[config.mk]
export PLATFORM = sky130hd
export DESIGN_NAME = btn_counter_0_19_flat
export DESIGN_NICKNAME = d
export VERILOG_FILES = /design/src/rtl/counter_pkg.sv /design/src/rtl/btn_counter_0_19_if.sv /design/src/rtl/edge_rise.sv /design/src/rtl/btn_counter_0_19.sv /design/src/flat_wrapper.sv
export SDC_FILE = /design/constraint.sdc
export NUM_CORES = 1
export LEC_CHECK = 0
export ABC_AREA = 1
export ABC_CLOCK_PERIOD_IN_PS = 13400
export CAP_MARGIN = 20
export CELL_PAD_IN_SITES_DETAIL_PLACEMENT = 1
export CELL_PAD_IN_SITES_GLOBAL_PLACEMENT = 2
export CORE_MARGIN = 2
export CORE_UTILIZATION = 37
export CTS_CLUSTER_DIAMETER = 100
export DETAILED_ROUTE_END_ITERATION = 6
export PLACE_DENSITY = 0.95
export SLEW_MARGIN = 20
export SYNTH_ARGS = -nofsm -noshare
export SYNTH_HDL_FRONTEND = slang
export SYNTH_SLANG_ARGS = --single-unit
[constraint.sdc]
create_clock -name clk -period 13.4 [get_ports clk]
set_input_delay 4.02 -clock clk [delete_from_list [all_inputs] [get_ports clk]]
set_output_delay 4.02 -clock clk [all_outputs]
set_load 0.005 [all_outputs]
[src/rtl/counter_pkg.sv]
// Shared definitions for the button-driven 0..MAX_COUNT counter.
//   mode_t            : operating mode of the counter FSM
//   DEFAULT_MAX_COUNT : highest count value before wrapping to 0
//   DEFAULT_TICK_DIV  : clk cycles per AUTO increment (1 s at 50 MHz)
//   DEFAULT_CNT_W     : counter width, 2**CNT_W must exceed MAX_COUNT
//   BCD_W             : width of one BCD digit
package counter_pkg;

  typedef enum logic {
    MODE_MANUAL = 1'b0,
    MODE_AUTO   = 1'b1
  } mode_t;

  localparam int DEFAULT_MAX_COUNT = 19;
  localparam int DEFAULT_TICK_DIV  = 50_000_000;
  localparam int DEFAULT_CNT_W     = 5;
  localparam int BCD_W             = 4;

endpackage

[src/rtl/btn_counter_0_19_if.sv]
// Signal bundle between the debounce stage, the counter and the display stage.
//   btn_inc_clean / btn_dec_clean / btn_mode_clean : debounced button levels
//   count                                          : current count (binary)
//   bcd_tens / bcd_ones                            : decimal digits of count
//   auto_mode                                      : 1 while counting automatically
//   wrap                                           : one-cycle wrap-around pulse
// master: drives the buttons and observes the display outputs.
// slave : the counter, consumes the buttons and drives the outputs.
interface btn_counter_0_19_if
  import counter_pkg::*;
#(
  parameter int CNT_W = DEFAULT_CNT_W
);

  logic             btn_inc_clean;
  logic             btn_dec_clean;
  logic             btn_mode_clean;
  logic [CNT_W-1:0] count;
  logic [BCD_W-1:0] bcd_tens;
  logic [BCD_W-1:0] bcd_ones;
  logic             auto_mode;
  logic             wrap;

  modport master (
    output btn_inc_clean,
    output btn_dec_clean,
    output btn_mode_clean,
    input  count,
    input  bcd_tens,
    input  bcd_ones,
    input  auto_mode,
    input  wrap
  );

  modport slave (
    input  btn_inc_clean,
    input  btn_dec_clean,
    input  btn_mode_clean,
    output count,
    output bcd_tens,
    output bcd_ones,
    output auto_mode,
    output wrap
  );

endinterface

[src/rtl/edge_rise.sv]
// Rising-edge detector for one debounced button level.
//   clk   : system clock
//   rst_n : asynchronous active-low reset
//   level : debounced level, synchronous to clk
//   pulse : high for the cycle in which level is 1 and was 0 one cycle earlier
// The history flop resets to 1 so a button held through reset does not
// produce an event when reset is released.
module edge_rise (
  input  logic clk,
  input  logic rst_n,
  input  logic level,
  output logic pulse
);

  logic prev;

  // NOTE: state registers use non-blocking (<=) so every flop samples the
  // pre-edge value of its inputs regardless of block evaluation order.
  always_ff @(posedge clk or negedge rst_n) begin
    if (!rst_n) begin
      prev <= 1'b1;
    end else begin
      prev <= level;
    end
  end

  assign pulse = level & ~prev;

endmodule

[src/rtl/btn_counter_0_19.sv]
// Modulo-(MAX_COUNT+1) counter stepped by buttons (MANUAL) or by a prescaled
// tick (AUTO), with binary and BCD outputs for the display stage.
//   clk   : system clock, all state changes on its rising edge
//   rst_n : asynchronous active-low reset
//   bus   : slave side of btn_counter_0_19_if
//           inputs  btn_inc_clean, btn_dec_clean, btn_mode_clean
//           outputs count, bcd_tens, bcd_ones, auto_mode, wrap
// A mode event toggles MANUAL<->AUTO; any count change in that same cycle
// follows the rules of the mode being left.
module btn_counter_0_19
  import counter_pkg::*;
#(
  parameter int MAX_COUNT = DEFAULT_MAX_COUNT,  // 1..99
  parameter int TICK_DIV  = DEFAULT_TICK_DIV,   // >= 1
  parameter int CNT_W     = DEFAULT_CNT_W       // 2**CNT_W > MAX_COUNT
) (
  input  logic              clk,
  input  logic              rst_n,
  btn_counter_0_19_if.slave bus
);

  // A divide-by-1 prescaler still needs one bit to exist; it simply never
  // leaves 0, so the tick fires every AUTO cycle.
  localparam int               PRE_W    = (TICK_DIV > 1) ? $clog2(TICK_DIV) : 1;
  localparam logic [PRE_W-1:0] PRE_LAST = PRE_W'(TICK_DIV - 1);
  localparam logic [CNT_W-1:0] CNT_MAX  = CNT_W'(MAX_COUNT);

  // ---------------------------------------------------------------------------
  // Button events
  // ---------------------------------------------------------------------------
  logic ev_inc;
  logic ev_dec;
  logic ev_mode;

  edge_rise u_edge_inc (
    .clk   (clk),
    .rst_n (rst_n),
    .level (bus.btn_inc_clean),
    .pulse (ev_inc)
  );

  edge_rise u_edge_dec (
    .clk   (clk),
    .rst_n (rst_n),
    .level (bus.btn_dec_clean),
    .pulse (ev_dec)
  );

  edge_rise u_edge_mode (
    .clk   (clk),
    .rst_n (rst_n),
    .level (bus.btn_mode_clean),
    .pulse (ev_mode)
  );

  // ---------------------------------------------------------------------------
  // State
  // ---------------------------------------------------------------------------
  mode_t            mode_q;
  logic             auto_q;
  logic [PRE_W-1:0] pre_q;
  logic [CNT_W-1:0] count_q;
  logic             wrap_q;

  // Step requests, decided by the mode the FSM is in before this edge.
  logic tick;
  logic step_up;
  logic step_dn;

  // NOTE: every signal assigned in an always_comb gets a default first, so no
  // path leaves it unassigned and no latch is inferred.
  always_comb begin
    tick    = 1'b0;
    step_up = 1'b0;
    step_dn = 1'b0;
    if (mode_q == MODE_AUTO) begin
      tick    = (pre_q == PRE_LAST);
      step_up = tick;
    end else begin
      // Simultaneous inc and dec cancel each other.
      step_up = ev_inc & ~ev_dec;
      step_dn = ev_dec & ~ev_inc;
    end
  end

  always_ff @(posedge clk or negedge rst_n) begin
    if (!rst_n) begin
      mode_q  <= MODE_MANUAL;
      auto_q  <= 1'b0;
      pre_q   <= '0;
      count_q <= '0;
      wrap_q  <= 1'b0;
    end else begin
      wrap_q <= 1'b0;

      if (step_up) begin
        if (count_q == CNT_MAX) begin
          count_q <= '0;
          wrap_q  <= 1'b1;
        end else begin
          count_q <= count_q + 1'b1;
        end
      end else if (step_dn) begin
        if (count_q == '0) begin
          count_q <= CNT_MAX;
          wrap_q  <= 1'b1;
        end else begin
          count_q <= count_q - 1'b1;
        end
      end

      if (ev_mode) begin
        // Entering AUTO starts a fresh prescaler period; leaving AUTO parks
        // the prescaler at 0.
        mode_q <= (mode_q == MODE_MANUAL) ? MODE_AUTO : MODE_MANUAL;
        auto_q <= (mode_q == MODE_MANUAL);
        pre_q  <= '0;
      end else if (mode_q == MODE_AUTO) begin
        pre_q <= tick ? '0 : pre_q + 1'b1;
      end else begin
        pre_q <= '0;
      end
    end
  end

  // ---------------------------------------------------------------------------
  // BCD decode: repeated subtraction of a constant 10. Nine steps cover any
  // count up to 99.
  // ---------------------------------------------------------------------------
  logic [BCD_W-1:0] tens;
  logic [7:0]       rem;

  always_comb begin
    rem  = 8'(count_q);
    tens = '0;
    for (int i = 0; i < 9; i++) begin
      if (rem >= 8'd10) begin
        rem  = rem - 8'd10;
        tens = tens + 1'b1;
      end
    end
  end

  assign bus.count     = count_q;
  assign bus.bcd_tens  = tens;
  assign bus.bcd_ones  = rem[BCD_W-1:0];
  assign bus.auto_mode = auto_q;
  assign bus.wrap      = wrap_q;

endmodule
[src/flat_wrapper.sv]
// flat-port wrapper written by rule: the top's interface ports become plain ports
module btn_counter_0_19_flat import counter_pkg::*;
#(
  parameter int MAX_COUNT = DEFAULT_MAX_COUNT,          
  parameter int TICK_DIV  = DEFAULT_TICK_DIV,          
  parameter int CNT_W     = DEFAULT_CNT_W                              
)
  (clk, rst_n, bus_btn_inc_clean, bus_btn_dec_clean, bus_btn_mode_clean, bus_count, bus_bcd_tens, bus_bcd_ones, bus_auto_mode, bus_wrap);
  btn_counter_0_19_if #(.CNT_W(CNT_W)) bus_i ();
  input  logic clk;
  input  logic rst_n;
  input wire logic [$bits(bus_i.btn_inc_clean)-1:0] bus_btn_inc_clean;
  input wire logic [$bits(bus_i.btn_dec_clean)-1:0] bus_btn_dec_clean;
  input wire logic [$bits(bus_i.btn_mode_clean)-1:0] bus_btn_mode_clean;
  output wire logic [$bits(bus_i.count)-1:0] bus_count;
  output wire logic [$bits(bus_i.bcd_tens)-1:0] bus_bcd_tens;
  output wire logic [$bits(bus_i.bcd_ones)-1:0] bus_bcd_ones;
  output wire logic [$bits(bus_i.auto_mode)-1:0] bus_auto_mode;
  output wire logic [$bits(bus_i.wrap)-1:0] bus_wrap;
  assign bus_i.btn_inc_clean = bus_btn_inc_clean;
  assign bus_i.btn_dec_clean = bus_btn_dec_clean;
  assign bus_i.btn_mode_clean = bus_btn_mode_clean;
  assign bus_count = bus_i.count;
  assign bus_bcd_tens = bus_i.bcd_tens;
  assign bus_bcd_ones = bus_i.bcd_ones;
  assign bus_auto_mode = bus_i.auto_mode;
  assign bus_wrap = bus_i.wrap;
  btn_counter_0_19 #(.MAX_COUNT(MAX_COUNT), .TICK_DIV(TICK_DIV), .CNT_W(CNT_W)) u_core (.clk(clk), .rst_n(rst_n), .bus(bus_i));
endmodule
* Word level (Yosys, flattened, before mapping)
Cells that the tools add are included.
Widths: inputs -> output; s select.
** Cells by class
- Bitwise logic cells :: 11
- Muxes and demuxes :: 33
- Equal/unequal tests :: 2
- Reduce and logical (&&, ||, !) cells :: 2
- Order comparisons :: 9
- Add/subtract/negate cells :: 20
** Operators by type and width (number)
- $mux 26 :: 3
- $ge 8x4->1 const B :: 8
- $mux 8 :: 8
- $sub 8x4->8 const B :: 7
- $mux 4 :: 9
- $add 4x1->4 const B :: 7
- $add 26x1->26 const B :: 1
- $eq 26x26->1 const B :: 1
- $mux 5 :: 4
- $mux 1 :: 9
- $not 1->1 :: 6
- $sub 5x4->6 const B :: 1
- $add 5x1->5 const B :: 1
- $and 1x1->1 :: 5
- $eq 5x5->1 const B :: 1
- $ge 5x4->1 const B :: 1
- $logic_not 5->1 :: 1
- $sub 5x1->5 const B :: 1
- $sub 4x4->4 const B :: 1
- $add 1x1->2 const B :: 1
- $reduce_bool 2->1 :: 1
** Storage, ports and cells
- Logic and storage cells :: 85
- Bits of input ports :: 5
- Flip-flop bits (word level) :: 37
- Output and inout port bits :: 15

* Logic depth before layout (Yosys ltp)
- Depth after elaboration :: 18
- Depth in mapped cells :: 38
- Gate-level depth less buffers :: 37

* Cells and area by module
From an unflattened synthesis, not the netlist that was laid out.
** Second synthesis, totals
- Cells, all modules :: 440
- Area total of the unflattened synthesis :: 3251.9 um2
** Modules (own cells, without submodules)
- btn_counter_0_19 :: seq. area each 825.8 um2, cells each 431, area an instance 3143.0 um2, instances 1
- edge_rise :: seq. area each 26.3 um2, cells each 3, area an instance 36.3 um2, instances 3

* Least setup slack after synthesis
Ideal clock, no wire load.
- Kind :: flip-flop to output port
- From :: reg u_core.count_q[2] (netlist: u_core.bus.count[2])
- To :: out bus_bcd_tens[2]
- Path slack :: 4.275 ns
- Data required time :: 9.380 ns
- Stages on the path, launching flop included :: 38
- Data arrival time :: 5.105 ns
- Buffers on the path :: 1
- Path through :: dfrtp_1 -> buf_6 -> inv_1 -> ha_1 -> nand3_4 -> nand3_4 -> nand2_1 -> nand2_2 -> a21oi_4 -> nor2_1 -> inv_1 -> ha_1 -> inv_1 -> nand3_1 -> nand2_1 -> inv_1 -> ha_1 -> nand2_1 -> (+2 left out) -> or2_2 -> nand2_1 -> inv_1 -> ha_1 -> nand2_1 -> nand2_1 -> ha_1 -> o21ai_1 -> inv_1 -> ha_1 -> inv_1 -> nand2_1 -> o21ai_1 -> inv_1 -> ha_1 -> nand2_1 -> xor2_1 -> inv_1
** On the way
- Cells in the longest elaborated chain, start to end :: 18
- Elaborated cells on any way between the ends :: 42
- Classes of those cells :: add/sub (16); order compare (9); mux (17)
** RTL lines
- from (decl) :: line btn_counter_0_19.sv:62 : logic [CNT_W-1:0] count_q;
- from (signal assigned) :: line btn_counter_0_19.sv:101 : count_q <= count_q + 1'b1;
- from (signal assigned) :: line btn_counter_0_19.sv:108 : count_q <= count_q - 1'b1;
- $sub 5x4->6 / $ge 5x4->1 (equally long branches) :: line btn_counter_0_19.sv:138, btn_counter_0_19.sv:137
- $mux 8 / $mux 1 (equally long branches) :: line btn_counter_0_19.sv:137 : if (rem >= 8'd10) begin
- $sub 8x4->8 (tied with other cells) :: line btn_counter_0_19.sv:138 : rem = rem - 8'd10;
- $mux 8 / $mux 4 (equally long branches) :: line btn_counter_0_19.sv:137
- $sub 8x4->8 (tied with other cells) :: line btn_counter_0_19.sv:138
- $mux 8 / $mux 4 (equally long branches) :: line btn_counter_0_19.sv:137
- $sub 8x4->8 (tied with other cells) :: line btn_counter_0_19.sv:138
- $mux 8 / $mux 4 (equally long branches) :: line btn_counter_0_19.sv:137
- (+2 left out)
- $sub 8x4->8 (tied with other cells) :: line btn_counter_0_19.sv:138
- $mux 8 / $mux 4 (equally long branches) :: line btn_counter_0_19.sv:137
- $sub 8x4->8 (tied with other cells) :: line btn_counter_0_19.sv:138
- $mux 8 / $mux 4 (equally long branches) :: line btn_counter_0_19.sv:137
- $sub 8x4->8 (tied with other cells) :: line btn_counter_0_19.sv:138
- $mux 8 / $mux 4 (equally long branches) :: line btn_counter_0_19.sv:137
- $ge 8x4->1 / $add 4x1->4 (equally long branches) :: line btn_counter_0_19.sv:137, btn_counter_0_19.sv:139
- $mux 4 * :: line btn_counter_0_19.sv:137
- to (decl) :: line flat_wrapper.sv:16 : output wire logic [$bits(bus_i.bcd_tens)-1:0] bus_bcd_tens;
Every way passes the cells marked *; elsewhere a longest branch is shown, timed or not.

* Worst setup path after layout
- From :: reg u_core.count_q[2] (netlist: u_core.bus.count[2])
- To :: out bus_bcd_tens[1]
The elaborated chain is that of the path after synthesis.

==> metrics <==
# rows 32; worst rel slew slack 52.8%; number of gates resized after cts 0; cell taking the most area after synthesis dfrtp_1; Worst-Margin Slew 0.705 ns; syn_nets 437; design area 0.00334 mm^2; DP Cell Count 532; core area 0.00773 mm^2; Hold Slack 0.466 ns; Die Width 93.1 um; DR vias 2714; IO buf count 19; max_cap viols 0; post-CTS setup buffer count 0; Setup crit end kind output port; largest net degree at the start of global routing 37; vias in the first global route 2901; initial drt markers 78; crit-path max cell delay 0.58 ns; Crit path arrival time 6.58 ns; cell with the most instances after synthesis nand2_1; Root Buffer clkbuf_8; Final GP Congestion 0.854; Most common cell on crit path nand2_1; WL final 7140 um; Synth Area per Inst 7.08 um^2; die height 93.1 um; final setup TNS 0 ns; register bit count reported by yosys 36; DR DRC count 0; post-synthesis sequential area ratio 30.8%; Clock Path Buffers 2; library cells used by synthesis 42; initial core utilization 38.0%; All-Layer GR Usage 17.7%; Nets 459; first-pass GRT wire length 12800 um; Post-Synth XOR/XNOR Area 3.88%; worst setup path class flip-flop to output port; CTS Hold Bufs 0; worst hold path type flip-flop to flip-flop; type of origin of the critical path flip-flop; Commonest cells post-synth nand2_1, inv_1, nor2_1, nand3_1, dfrtp_1; Max Fclk 94.4 MHz; final setup fails 0; antenna fix cells 0; Final Skew 0.00698 ns; I/O pin count 20; total gr overflow 0; layout cells sized above 1 12.6%; Synth Warn # 0; unrepaired setup endpoints after global routing false; prevailing post-synth register cell dfrtp_1; Area after DPL 0.00322 mm^2; Non-Filler Instances 540; routed len/inst 13.2 um; Compound-Gate Fraction of Synth Area 11.2%; CTS HTree Levels 2; post-synth top area share 28.1%; CTS buffer count 5; Tcrit/Tclk final 79.1%; worst path required time 9.38 ns; Max Transition Viols Final 0; Worst Path Max Fanout 11; initial antenna violation count 0; EDFF count, synth 0; status finished, final reports clean; Cells after Synth 415; largest family of logic cells by synthesized area simple AND/OR/NAND/NOR gates; Async SR Flop Fraction 100%; Die ar. 0.00867 mm^2; Slowest-stage cell, CP dfrtp_1; Post-DP HPWL 5530 um; total clock sinks 36; Cell Area, Synth 0.00294 mm^2; Synth Area in Simple Gates 37.0%; top cells by area, synth dfrtp_1, nand2_1, inv_1; fin crit period 10.60 ns; DR pass1 iterations 4; final hold violations 0; Worst-Skew Late Latency 0.29 ns; multiplexer area fraction after synthesis 0%; via density per instance 5.03; number of routed nets with antenna violations 0; TritonCTS clock tree yes; clock-pin slew on the worst setup and hold paths 0.08 ns; area delta synth->final 13.5%; Synth Area in Adders 7.24%; Filler cells 1009
## path summary, 6_finish.rpt
kind | endpoint | depth (start not counted) | slack [ns] | start
min in group asynchronous | u_core.pre_q[21] | 2 | 4.16 | rst_n
max reg2reg | u_core.pre_q[22] | 15 | 10.29 | u_core.pre_q[0]
max | bus_bcd_tens[1] | 35 | 2.80 | u_core.bus.count[2]
min | u_core.pre_q[0] | 1 | 0.47 | u_core.pre_q[0]
max in group asynchronous | u_core.u_edge_inc.prev | 2 | 8.88 | rst_n
min reg2reg | u_core.pre_q[0] | 1 | 0.47 | u_core.pre_q[0]
## area by class of cell
class	instances	area [um^2]	share of cell area, %
multi-input cells	307	1740	52.3
flip-flops and latches	36	905	27.1
inverters	67	251	7.54
repair buffers	20	198	5.93
well taps	102	128	3.83
clock buffers	5	68.8	2.06
clock inverters	3	42.5	1.28
## sequential cells by signal (all words and copies together) (netlist names)
signal / cells
u_core.bus.auto_mode: 1
u_core.bus.count: 5
u_core.bus.wrap: 1
u_core.pre_q: 26
u_core.u_edge_dec.prev: 1
u_core.u_edge_inc.prev: 1
u_core.u_edge_mode.prev: 1
## kinds of logic after synthesis
kind of cell,Yosys count
fa+ha+maj,17
compound gates,51
flops,36
xor+xnor,13
simple gates,226
buf+inv,72
## placed cells by master, fill, tap and decap left out, types with 2 or more instances in the layout
| cell type | n |
|---|---|
| a211oi_1 | 2 |
| a21oi_1 | 20 |
| a21oi_4 | 2 |
| a31oi_1 | 3 |
| clkbuf_8 | 5 |
| clkdlybuf4s50_1 | 19 |
| dfrtp_1 | 33 |
| dfstp_2 | 3 |
| ha_1 | 17 |
| inv_1 | 59 |
| inv_2 | 8 |
| nand2_1 | 89 |
| nand2_2 | 13 |
| nand2_4 | 3 |
| nand3_1 | 38 |
| nand3_2 | 2 |
| nand3_4 | 2 |
| nand4_1 | 4 |
| nor2_1 | 44 |
| nor2_2 | 5 |
| nor3_1 | 12 |
| nor3b_1 | 4 |
| nor4_1 | 4 |
| o21ai_0 | 13 |
| o21ai_1 | 3 |
| or2_2 | 2 |
| xnor2_1 | 2 |
| xor2_1 | 11 |
## worst max-delay path, delay by kind of cell, from the launching register on
family	cells	cell delay (ns)
AOI/OAI and AO/OA	3	0.39
and+or+nand+nor	15	1.84
buffers and inverters	9	1.18
DFF	1	0.58
adders and majority gates	8	2.28
## routing by layer
layer | GRT usage [%] | up-vias | wire length (um)
met5 | 0 | - | 0
met4 | 2.70 | 0 | 19
met3 | 2.18 | 2 | 127
met2 | 32.6 | 34 | 3580
met1 | 22.5 | 1297 | 3410
li1 | - | 1381 | -
## metrics by stage
step / utilization, % / setup WS [ns]
floorplan: - / 4.28
global placement: 41.7 / 3.43
detailed placement: 41.7 / 3.10
CTS: 43.2 / 2.76
global route: 43.2 / 2.26
finish: 43.2 / 2.80
Power is not shown: default switching activity piles up to over one toggle a cycle in this logic, so the estimate is an artifact.
